**src/rtl/sync_frame_tx_pkg.sv**
```systemverilog
// Shared definitions for both ends of the 1011-sync serial link.
// Holds the FSM encoding, default sync pattern and counter sizing helper.
package sync_frame_tx_pkg;

    localparam int SYNC_W_DEF = 4;
    localparam logic [SYNC_W_DEF-1:0] SYNC_PATTERN_DEF = 4'b1011;

    // Gray-style encoding, matching the receive-side detector
    typedef enum logic [2:0] {
        IDLE = 3'b000,
        SYNC = 3'b001,
        DATA = 3'b011,
        PAR  = 3'b010,
        GAP  = 3'b110
    } state_e;

    function automatic int cnt_width(input int a, input int b, input int c);
        int m;
        m = 1;
        if (a > m) m = a;
        if (b > m) m = b;
        if (c > m) m = c;
        return (m > 1) ? $clog2(m) : 1;
    endfunction

endpackage

```
**src/rtl/sync_frame_tx_piso.sv**
```systemverilog
// Parallel-in serial-out register; MSB is presented first, shifts toward MSB.
// Load has priority over shift; contents clear on reset.
module piso_shift #(
    parameter int W = 8
) (
    input  logic         clk_i,
    input  logic         rst_ni,
    input  logic         load_i,
    input  logic         shift_i,
    input  logic [W-1:0] din_i,
    output logic         msb_o
);

    logic [W-1:0] data_q, data_d;

    always_comb begin
        data_d = data_q;
        if (load_i) begin
            data_d = din_i;
        end else if (shift_i) begin
            data_d = data_q << 1;
        end
    end

    always_ff @(posedge clk_i or negedge rst_ni) begin
        if (!rst_ni) begin
            data_q <= '0;
        end else begin
            data_q <= data_d;
        end
    end

    assign msb_o = data_q[W-1];

endmodule

```
**src/rtl/sync_frame_tx.sv**
```systemverilog
// Serial frame transmitter: sync pattern, data MSB first, optional parity, idle gap.
// First sync bit appears the cycle after accept; din_ready low from accept until the gap ends.
module sync_frame_tx
    import sync_frame_tx_pkg::*;
#(
    parameter int                DATA_W       = 8,
    parameter int                SYNC_W       = SYNC_W_DEF,
    parameter logic [SYNC_W-1:0] SYNC_PATTERN = SYNC_PATTERN_DEF,
    parameter bit                PARITY_EN    = 1'b1,
    parameter bit                PARITY_ODD   = 1'b0,
    parameter int                GAP_CYCLES   = 2
) (
    input  logic              clk,
    input  logic              rst,
    input  logic [DATA_W-1:0] din,
    input  logic              din_valid,
    output logic              din_ready,
    output logic              sout,
    output logic              frame_start,
    output logic              busy
);

    localparam int CW = cnt_width(SYNC_W, DATA_W, GAP_CYCLES);

    state_e        state_q, state_d;
    logic [CW-1:0] cnt_q, cnt_d;
    logic          parity_q, parity_d;
    logic          sout_q, sout_d;
    logic          fs_q, fs_d;
    logic          rdy_q, rdy_d;
    logic          accept;
    logic          cnt_zero;
    logic          load;
    logic          shift;
    logic          data_msb;
    logic          sync_bit;

    assign accept   = (state_q == IDLE) && rdy_q && din_valid;
    assign cnt_zero = (cnt_q == '0);

    always_ff @(posedge clk or negedge rst) begin
        if (!rst) begin
            state_q  <= IDLE;
            cnt_q    <= '0;
            parity_q <= 1'b0;
            sout_q   <= 1'b0;
            fs_q     <= 1'b0;
            rdy_q    <= 1'b0;
        end else begin
            state_q  <= state_d;
            cnt_q    <= cnt_d;
            parity_q <= parity_d;
            sout_q   <= sout_d;
            fs_q     <= fs_d;
            rdy_q    <= rdy_d;
        end
    end

    always_comb begin
        state_d  = state_q;
        cnt_d    = cnt_q;
        parity_d = parity_q;
        case (state_q)
            IDLE: begin
                if (accept) begin
                    state_d  = SYNC;
                    cnt_d    = CW'(SYNC_W - 1);
                    parity_d = (^din) ^ PARITY_ODD;
                end
            end
            SYNC: begin
                if (cnt_zero) begin
                    state_d = DATA;
                    cnt_d   = CW'(DATA_W - 1);
                end else begin
                    cnt_d = cnt_q - CW'(1);
                end
            end
            DATA: begin
                if (!cnt_zero) begin
                    cnt_d = cnt_q - CW'(1);
                end else if (PARITY_EN) begin
                    state_d = PAR;
                end else if (GAP_CYCLES > 0) begin
                    state_d = GAP;
                    cnt_d   = CW'(GAP_CYCLES - 1);
                end else begin
                    state_d = IDLE;
                end
            end
            PAR: begin
                if (GAP_CYCLES > 0) begin
                    state_d = GAP;
                    cnt_d   = CW'(GAP_CYCLES - 1);
                end else begin
                    state_d = IDLE;
                end
            end
            GAP: begin
                if (cnt_zero) begin
                    state_d = IDLE;
                end else begin
                    cnt_d = cnt_q - CW'(1);
                end
            end
            default: state_d = IDLE;
        endcase
    end

    // sout is registered, so its next value is chosen from the next state
    always_comb begin
        sync_bit = 1'b0;
        for (int i = 0; i < SYNC_W; i++) begin
            if (cnt_d == CW'(i)) sync_bit = SYNC_PATTERN[i];
        end
        case (state_d)
            SYNC:    sout_d = sync_bit;
            DATA:    sout_d = data_msb;
            PAR:     sout_d = parity_d;
            default: sout_d = 1'b0;
        endcase
        fs_d  = accept;
        rdy_d = (state_d == IDLE);
        load  = accept;
        shift = (state_d == DATA);
    end

    piso_shift #(
        .W (DATA_W)
    ) u_piso (
        .clk_i   (clk),
        .rst_ni  (rst),
        .load_i  (load),
        .shift_i (shift),
        .din_i   (din),
        .msb_o   (data_msb)
    );

    assign sout        = sout_q;
    assign frame_start = fs_q;
    assign din_ready   = rdy_q;
    assign busy        = (state_q != IDLE);

endmodule

```
**config.mk**
```make
export PLATFORM = sky130hd
export DESIGN_NAME = sync_frame_tx
export DESIGN_NICKNAME = d
export VERILOG_FILES = /design/src/rtl/sync_frame_tx_pkg.sv /design/src/rtl/sync_frame_tx_piso.sv /design/src/rtl/sync_frame_tx.sv
export SDC_FILE = /design/constraint.sdc
export NUM_CORES = 1
export LEC_CHECK = 0
export CAP_MARGIN = 20
export CORE_MARGIN = 1
export CORE_UTILIZATION = 48
export DETAILED_ROUTE_END_ITERATION = 7
export HOLD_SLACK_MARGIN = 0.12
export PLACE_DENSITY = 0.74
export SKIP_LAST_GASP = 1
export SLEW_MARGIN = 20
export SYNTH_ARGS = -nofsm -noshare
export SYNTH_HDL_FRONTEND = slang
export SYNTH_SLANG_ARGS = --single-unit
```
**constraint.sdc**
```tcl
create_clock -name clk -period 2.1 [get_ports clk]
set_input_delay 0.21 -clock clk [delete_from_list [all_inputs] [get_ports clk]]
set_output_delay 0.21 -clock clk [all_outputs]
set_load 0.005 [all_outputs]
```
==> flow_metrics.env <==
export IMPL_maxCapViolations=0
export IMPL_status="finished, final reports clean"
export IMPL_wl_per_cell_um=13.8
export IMPL_cts_tree="yes"
export IMPL_cts_buffer_depth=2
export IMPL_layout_drive_gt1_share_pct=16.2
export IMPL_antenna_found_initial=0
export IMPL_drt_iter0_markers=49
export IMPL_drt_total_wl_um=2260
export IMPL_syn_to_final_growth_pct=22.0
export IMPL_rsz0062_at_grt="false"
export IMPL_post_synth_top_area_fraction_pct=41.1
export IMPL_critPathArrivalTime_ns=1.72
export IMPL_power_density_nw_per_um2=1450
export IMPL_core_area_um2=2060
export IMPL_grt_pass1_wl_um=3860
export IMPL_period_share_pct=92.1
export IMPL_die_h_um=49.8
export IMPL_dp_hpwl_um=1580
export IMPL_synth_xor_xnor_area_share_pct=6.39
export IMPL_postRouteAntennaNets=0
export IMPL_routed_via_density=5.52
export IMPL_finalClockSkew_ns=0.00962
export IMPL_drc_errors=0
export IMPL_synth_distinct_cells=35
export IMPL_vdd_drop_max_uv=748
export IMPL_min_path_type="primary input to asynchronous set/reset pin"
export IMPL_fin_total_pwr_w=0.00194
export IMPL_cp_start_kind="flop"
export IMPL_start_util_pct=53.2
export IMPL_die_area_um2=2480
export IMPL_synth_edff_count=0
export IMPL_yosys_warnings=0
export IMPL_synth_net_count=129
export IMPL_fin_crit_ns=1.93
export IMPL_cp_end_kind="output pin"
export IMPL_nets=152
export IMPL_synth_area_mux_share_pct=9.13
export IMPL_fin_hold_ws_ns=0.234
export IMPL_ys_flop_type="dfrtp_1"
export IMPL_crit_fanout=13
export IMPL_setup_slack_ns=0.166
export IMPL_syn_area_per_cell_um2=9.53
export IMPL_reg2reg_slack_ns=0.18
export IMPL_synth_top_family_by_area="simple AND/OR/NAND/NOR gates"
export IMPL_grt_overflow_total=0
export IMPL_synth_simple_area_share_pct=18.6
export IMPL_finalSetupViolations=0
export IMPL_port_buffers=14
export IMPL_grt_max_degree=20
export IMPL_num_vias=900
export IMPL_fmax_mhz=517
export IMPL_num_rows=16
export IMPL_synth_compound_area_share_pct=15.3
export IMPL_syn_area_um2=1100
export IMPL_antennaDiodeCount=0
export IMPL_async_reset_ff_share_pct=100
export IMPL_ios=15
export IMPL_grt_total_usage_pct=20.9
export IMPL_place_gp_congestion=0.858
export IMPL_cts_root_buf="clkbuf_4"
export IMPL_slew_headroom_pct=70.6
export IMPL_required_ns=1.89
export IMPL_synthTopCellsByArea="dfrtp_1 41%, mux2i_1 9.1%, xnor2_1 6.4%, nand2_1 4.8%, ha_1 3.4%"
export IMPL_hold_viol=0
export IMPL_ys_seq_area_share_pct=41.1
export IMPL_synth_seq_cells=18
export IMPL_clk_pin_slew_ns=0.10
export IMPL_cts_sinks=18
export IMPL_synth_cells=115
export IMPL_worst_slew_pin_slew_ns=0.437
export IMPL_grt_pass1_vias=819
export IMPL_crit_type="flop to output pin"
export IMPL_clkLatencyLatePin_ns=0.29
export IMPL_postCtsHoldBufs=0
export IMPL_cts_max_level=1
export IMPL_dp_slack_ns=-0.0926
export IMPL_die_width_um=49.8
export IMPL_firstDrtPassIters=4
export IMPL_numCtsBuffers=3
export IMPL_yosys_area_top_type="dfrtp_1"
export IMPL_synth_fa_ha_area_share_pct=3.42
export IMPL_power_leakage_nw=0.552
export IMPL_finalMaxSlewViolations=0
## cells by family (layout without fill, tap and decap cells)
family,Yosys count,after routing
AO/OA/AOI/OAI,27,27
multiplexers,10,10
AND/OR/NAND/NOR,37,37
adder cells (fa/ha/maj),3,3
flip-flops,18,18
XOR/XNOR,8,8
buffers and inverters,12,33
## layout make-up
| cell class | instances | area (um^2) |
|---|---|---|
| inverters | 7 | 26.3 |
| fillers | 174 | 724 |
| well taps | 27 | 33.8 |
| multi-input cells | 85 | 597 |
| flip-flops and latches | 18 | 450 |
| repair buffers | 23 | 208 |
| clock buffers | 3 | 22.5 |
## what timing repair did
action                                  CTS  global route
endpoints found under the hold margin     0             0
gates cloned                              0             0
pin swaps                                 1             2
buffers inserted                          2             3
gates resized for setup                   3             3
endpoints found under the setup margin    1             1
## through the flow
stage | std cells | cell area [um^2] | setup TNS [ns] | util (%)
finish | 163 | 1340 | 0 | 64.9
global route | 163 | 1340 | 0 | 64.9
CTS | 160 | 1300 | 0 | 63.0
detailed placement | 155 | 1260 | -0.0926 | 61.1
global placement | 155 | 1260 | 0 | 61.1
floorplan | 115 | 1100 | 0 | -
## routing by layer
| metal | track usage [%] | wire (um) | vias up |
|---|---|---|---|
| met2 | 30.9 | 1070 | 33 |
| met4 | 7.62 | 29 | 0 |
| met1 | 30.0 | 1040 | 420 |
| met3 | 4.32 | 123 | 5 |
| met5 | 0 | 0 | - |
| li1 | - | - | 442 |
## path summary, 6_finish.rpt
check	startpoint	to	depth (start not counted)
max	state_q[1]$_DFF_PN0_	busy	2
min reg2reg	u_piso.data_q[6]$_DFFE_PN0P_	u_piso.data_q[6]$_DFFE_PN0P_	2
max reg2reg	cnt_q[0]$_DFF_PN0_	sout$_DFF_PN0_	10
min in group clk	din[5]	u_piso.data_q[5]$_DFFE_PN0P_	3
min	rst	u_piso.data_q[5]$_DFFE_PN0P_	2
max in group asynchronous	rst	cnt_q[1]$_DFF_PN0_	2
## registers in the layout, summed over array words and instances, names as in the netlist
signal	count
parity_q	1
u_piso.data_q	8
state_q	3
sout	1
din_ready	1
cnt_q	3
frame_start	1
## power by group
group	internal, W	total, W	switching (W)	leakage [nW]
Combinational	0.000569	0.00109	0.000522	0.314
Sequential	0.000506	0.000683	0.000176	0.224
Clock	0.0000667	0.000168	0.000101	0.0138
## synthesized netlist by cell type, drive strengths merged (2+ instances only)
cell type and number:
mux2i 10, inv 7, ha 3, o21ai 14, buf 5, a21oi 5, nand2b 3, nor3b 2
nor2 7, nor2b 2, xnor2 8, nand3 3, nand2 14, dfrtp 18
## placed cells by master, fill, tap and decap left out, drive strengths merged, types with 2 or more instances in the layout
cell type and instances:
dfrtp 18, nand2 14, clkdlybuf4s50 14, o21ai 14, mux2i 10, buf 9, xnor2 8, nor2 7
inv 7, a21oi 5, nand2b 3, nand3 3, clkbuf 3, ha 3, nor3b 2, nor2b 2
## critical path: stages (launching register included)
cell and delay [ns]:
dfrtp_1 0.53, or3_4 0.46, clkdlybuf4s50_1 0.45
No activity file was read; power rests on OpenSTA's default activity.
